[config.mk]
export PLATFORM = sky130hd
export DESIGN_NAME = fifo_write_arbiter
export DESIGN_NICKNAME = d
export VERILOG_FILES = /design/src/rtl/fifo_write_arbiter.sv
export SDC_FILE = /design/constraint.sdc
export NUM_CORES = 1
export LEC_CHECK = 0
export CAP_MARGIN = 5
export CORE_MARGIN = 2
export CORE_UTILIZATION = 46
export CTS_CLUSTER_SIZE = 8
export DETAILED_ROUTE_END_ITERATION = 12
export PLACE_DENSITY_LB_ADDON = 0.1
export SLEW_MARGIN = 20
export SYNTH_ARGS = -nofsm -noshare
export SYNTH_HDL_FRONTEND = slang
export SYNTH_SLANG_ARGS = --single-unit
[constraint.sdc]
create_clock -name wclk -period 5.5 [get_ports wclk]
set_clock_uncertainty 0.05 [all_clocks]
set_input_delay 1.375 -clock wclk [delete_from_list [all_inputs] [get_ports wclk]]
set_output_delay 1.375 -clock wclk [all_outputs]
set_load 0.02 [all_outputs]
[src/rtl/fifo_write_arbiter.sv]
// Round-robin burst arbiter sharing one async-FIFO write port between NUM_REQ producers.
// Data passes through combinationally; grant, beat count, pointer and write count are registered.
module fifo_write_arbiter #(
    parameter int NUM_REQ    = 4,
    parameter int DATA_WIDTH = 8,
    parameter int MAX_BURST  = 4
) (
    input  logic                                       wclk,
    input  logic                                       wrst,
    input  logic [NUM_REQ-1:0]                         req_valid,
    input  logic [NUM_REQ*DATA_WIDTH-1:0]              req_data,
    input  logic [NUM_REQ-1:0]                         req_last,
    output logic [NUM_REQ-1:0]                         req_ready,
    input  logic                                       wFull,
    output logic                                       winc,
    output logic [DATA_WIDTH-1:0]                      wData,
    output logic [((NUM_REQ > 1) ? $clog2(NUM_REQ) : 1)-1:0] grant_id,
    output logic                                       busy,
    output logic [15:0]                                write_count
);

    localparam int IDW = (NUM_REQ > 1) ? $clog2(NUM_REQ) : 1;

    typedef enum logic [0:0] {
        ST_IDLE  = 1'b0,
        ST_GRANT = 1'b1
    } state_t;

    state_t         state_q, state_d;
    logic [IDW-1:0] grant_q, grant_d;
    logic [IDW-1:0] ptr_q,   ptr_d;
    logic [7:0]     beat_q,  beat_d;
    logic [15:0]    wcnt_q,  wcnt_d;

    logic [IDW-1:0] pick_s;
    logic           found_s;

    // Round-robin search starting just above the last granted requester.
    always_comb begin
        int idx;
        logic [IDW-1:0] cand;
        pick_s  = '0;
        found_s = 1'b0;
        idx     = 0;
        cand    = '0;
        for (int k = 1; k <= NUM_REQ; k++) begin
            idx  = (int'(ptr_q) + k) % NUM_REQ;
            cand = IDW'(idx);
            if (!found_s && req_valid[cand]) begin
                found_s = 1'b1;
                pick_s  = cand;
            end else begin
                found_s = found_s;
            end
        end
    end

    // Next-state logic and pass-through write path.
    always_comb begin
        state_d   = state_q;
        grant_d   = grant_q;
        ptr_d     = ptr_q;
        beat_d    = beat_q;
        wcnt_d    = wcnt_q;
        req_ready = '0;
        winc      = 1'b0;
        wData     = '0;
        case (state_q)
            ST_IDLE: begin
                if (found_s) begin
                    state_d = ST_GRANT;
                    grant_d = pick_s;
                    ptr_d   = pick_s;
                    beat_d  = 8'd0;
                end else begin
                    state_d = ST_IDLE;
                end
            end
            ST_GRANT: begin
                req_ready[grant_q] = !wFull;
                // A requester that goes idle gives up the port, even during a stall.
                if (!req_valid[grant_q]) begin
                    state_d = ST_IDLE;
                end else if (!wFull) begin
                    winc   = 1'b1;
                    wData  = req_data[int'(grant_q) * DATA_WIDTH +: DATA_WIDTH];
                    beat_d = beat_q + 8'd1;
                    wcnt_d = wcnt_q + 16'd1;
                    if (req_last[grant_q] || (beat_q + 8'd1 == 8'(MAX_BURST))) begin
                        state_d = ST_IDLE;
                    end else begin
                        state_d = ST_GRANT;
                    end
                end else begin
                    state_d = ST_GRANT;
                end
            end
            default: begin
                state_d = ST_IDLE;
            end
        endcase
        // Reset aborts the current beat in the same cycle.
        if (wrst) begin
            req_ready = '0;
            winc      = 1'b0;
            wData     = '0;
        end else begin
            winc      = winc;
        end
    end

    // State registers with synchronous reset.
    always_ff @(posedge wclk) begin
        if (wrst) begin
            state_q <= ST_IDLE;
            grant_q <= '0;
            ptr_q   <= IDW'(NUM_REQ - 1);
            beat_q  <= 8'd0;
            wcnt_q  <= 16'd0;
        end else begin
            state_q <= state_d;
            grant_q <= grant_d;
            ptr_q   <= ptr_d;
            beat_q  <= beat_d;
            wcnt_q  <= wcnt_d;
        end
    end

    assign grant_id    = grant_q;
    assign busy        = (state_q == ST_GRANT);
    assign write_count = wcnt_q;

endmodule
==> run summary <==
The met2 wirelength from detailed routing came out at 2220 µm. The total count of max-transition violations in the final report is 0. The filler cell count in the final layout is 319.

The number of warnings issued by yosys came out at 0. The fraction of final layout cells sized beyond drive strength 1 is 8.03%. For this design the static power due to leakage is 0.939 nW.

The required time of the critical path came out at 4.07 ns. The post-route fraction of the period consumed by the critical path came out at 88.4%. The setup fix buffers added after clock tree synthesis is 0. For this block, wires on met1 add up to 2250 µm. The share of the core filled with cells in the final layout came out at 70.8%. The placed instances occupy a cell area of 2560 µm². Wires add up to 4970 µm.

The maximum net fanout on the critical path is 23. The critical path is of the in -> out type. The number of global-route vias before repair is 1707. The number of DRC violations after detailed-routing iteration 0 is 94. TritonCTS built the clock tree. For this run, the slowest stage of the critical path takes 0.75 ns. In this run the tool buffered the top-level ports with 74 buffer cells. Once the floorplan was initialized, standard cells occupied 48.6% of the core. In this run the horizontal extent of the chip is 66.7 µm. The number of synthesized register bits is 29. The mapped netlist covers 1810 µm². The share of the Yosys chip area taken by registers is 32.1%. The number of endpoints with negative hold slack in the final report came to 0. The tree is rooted in a sky130_fd_sc_hd__clkbuf_8.

The DRC violation count after routing is 0. Measured against its own limit, the worst slew margin works out to 36.1%. The placed wire-length estimate is 3700 µm. The worst setup path is captured at a primary output. Averaged over all synthesized cells, the footprint is 8.77 µm². The cell area after layout came out at 2630 µm². In this run, synthesis inferred 0 flip-flops with an integrated enable. The row count is 22. The area of combinational cells with multiple inputs came out at 1150 µm².

The total inserted antenna cells came out at 0. The global-route wire length before repair came out at 8070 µm. From synthesis to final layout, the design area changed by 45.6%. The residual antenna-violating net count after detailed routing is 0. The final estimated routing congestion in global placement came out at 0.899. The top-level port count is 75. Summed over all instances, the cell type with the most area after synthesis is sky130_fd_sc_hd__dfxtp_1. Using the TritonRoute via totals, the vias-per-cell ratio works out to 5.75. The worst ir drop on vdd came out at 0.000163 V.

The number of buffers created by CTS came out at 5. The iteration count of the initial detailed-routing pass is 6. The endpoint arrival time on the critical path is 3.43 ns.

The gate count of the mapped netlist came out at 206. The count of cells resized by post-cts repair came out at 0. The netlist uses 41 different library cells. The final setup violation count came out at 0. Prior to clock tree synthesis, the placed netlist has a worst setup slack of 0.639 ns. The number of buffers inserted for hold repair after clock tree synthesis came out at 0. The number of cells on the worst hold path is 2.

The largest net degree at the start of global routing came out at 32. The number of nets in the layout came out at 321. At the later pin of the worst-skew pair, clock insertion delay measures 0.28 ns. For this run the aggregate overflow at the end of global routing stands at 0. The post-synthesis net count is 252. After routing, the total negative slack on setup checks comes to 0 ns. The share of the synthesized area in the top cell type came out at 32.1%. Setup repair after global routing left no endpoint under its margin. The most frequent cell on the critical path is sky130_fd_sc_hd__clkdlybuf4s50_1. The startpoint class of the critical path is an input port. The run finished with clean final reports. The routed length per placed instance came out at 15.4 µm. The clock transition at the registers of the reported paths came out at 0.06 ns. The number of antenna violations at the first check in global routing is 0. The share of async-settable or async-resettable flops after synthesis is 0%.

By area the synthesized netlist is led by sky130_fd_sc_hd__dfxtp_1 32%, sky130_fd_sc_hd__mux4_2 12%, sky130_fd_sc_hd__and3_1 4.8%. The clock tree synthesis step divided the H-tree into 2 levels. The final-layout worst hold slack came out at 0.440 ns.

The total number of clock tree sinks is 29. The cell area power density is 191 nW/µm². The vias after detailed routing is 1853.

The number of violations of the max-capacitance limit is 0. The most used flip-flop cell after synthesis is sky130_fd_sc_hd__dfxtp_1. Among all stages on the critical path, the largest delay is contributed by sky130_fd_sc_hd__mux4_2. Once routing completed, OpenROAD measured the worst setup slack at 0.640 ns. From bottom edge to top edge, the die measures 66.7 µm. The shortest period the worst path allows is 4.86 ns. The floorplan core area is 3720 µm². The number of cells on the worst reg-to-reg path is 4. The transition at the pin with the smallest max-transition slack is 0.949 ns.

The highest achievable clock rate came out at 206 MHz. The total met3 wirelength after detailed routing came out at 413 µm. The die covers 4440 µm². The detailed router used layers up to and including met4. Traced cell by cell, the critical path runs through clkdlybuf4s50_1, mux4_2, and3_1, clkdlybuf4s50_1. The clock passes through at most 2 buffers.

Global routing used 23.9% of the available tracks across all layers. The sequential cells in the finished layout cover a total of 581 µm². The path category of the worst min-delay check is reg -> reg.
==> sequential cells by signal, summed over array words and instances, names as in the netlist <==
signal / count
ptr_q: 2
write_count: 16
grant_id: 2
busy: 1
beat_q: 8
==> layout by cell type (no fill, tap or decap), drive strengths merged, types with 2 or more instances in the layout <==
master	instances
nand4	6
nor2b	5
nand3	9
o221a	2
a21oi	15
clkdlybuf4s50	74
xnor2	3
and2	2
inv	6
a31oi	4
dfxtp	29
nor4b	2
xor2	6
o21ai	12
and3	14
nor4	3
mux4	10
or4	2
o221ai	2
ha	3
nor2	15
clkbuf	5
nor3	3
or3	11
nand2	15
nand2b	2
and4	2
==> synth_stat cells (all sizes together), types with 3 or more instances <==
| cell | count |
|---|---|
| dfxtp | 29 |
| buf | 5 |
| xor2 | 6 |
| nor2 | 15 |
| nand3 | 9 |
| or3 | 11 |
| o21ai | 12 |
| a21oi | 15 |
| a31oi | 4 |
| and3 | 14 |
| nor2b | 5 |
| xnor2 | 3 |
| clkbuf | 8 |
| nand4 | 6 |
| inv | 6 |
| nand2 | 15 |
| nor3 | 3 |
| nor4 | 3 |
| ha | 3 |
| mux4 | 10 |
==> layout make-up <==
type	count	share of cell area (%)
repair buffers	75	28.4
inverters	6	0.856
flip-flops and latches	29	22.1
multi-input cells	158	43.6
well taps	48	2.28
clock inverters	1	0.190
clock buffers	5	2.62
==> power by group <==
| group | internal [W] | switching, W |
|---|---|---|
| clock network | 0.0000829 | 0.0000764 |
| registers | 0.000215 | 0.0000150 |
| logic | 0.0000680 | 0.0000444 |
| total | 0.000366 | 0.000136 |
==> per-layer routing <==
metal | global-route usage, % | vias to the layer above
li1 | - | 904
met5 | 0 | -
met1 | 30.2 | 870
met4 | 7.65 | 0
met3 | 7.60 | 12
met2 | 38.8 | 67
==> final timing paths <==
check,start,to,slack [ns]
max,req_valid[3],wData[3],0.64
min,write_count[15]$_SDFFE_PP0P_,write_count[15]$_SDFFE_PP0P_,0.44
max reg2reg,grant_id[0]$_SDFFE_PP0P_,beat_q[5]$_SDFFE_PP0P_,2.92
min reg2reg,write_count[15]$_SDFFE_PP0P_,write_count[15]$_SDFFE_PP0P_,0.44
==> worst max-delay path: cells and delay by family <==
kind / cells / cell delay, ns
buffers and inverters: 2 / 1.03
muxes: 1 / 0.75
and+or+nand+nor: 1 / 0.28
==> through the flow <==
step / total power (W) / cells
after global placement: 0.000347 / 316
after detailed placement: 0.000348 / 316
after floorplan: 0.000297 / 206
final: 0.000502 / 322
after global routing: 0.000526 / 322
after CTS: 0.000508 / 322
==> logic make-up (layout without fill, tap and decap cells) <==
| family | after synthesis | after routing | share of synthesized area, % |
|---|---|---|---|
| compound gates | 41 | 41 | 14.6 |
| xor+xnor | 9 | 9 | 4.36 |
| fa+ha+maj | 3 | 3 | 2.08 |
| buf+inv | 19 | 87 | 4.43 |
| flops | 29 | 29 | 32.1 |
| mux | 11 | 11 | 13.0 |
| simple gates | 94 | 94 | 29.4 |
Power figures use the tool's default switching activity.
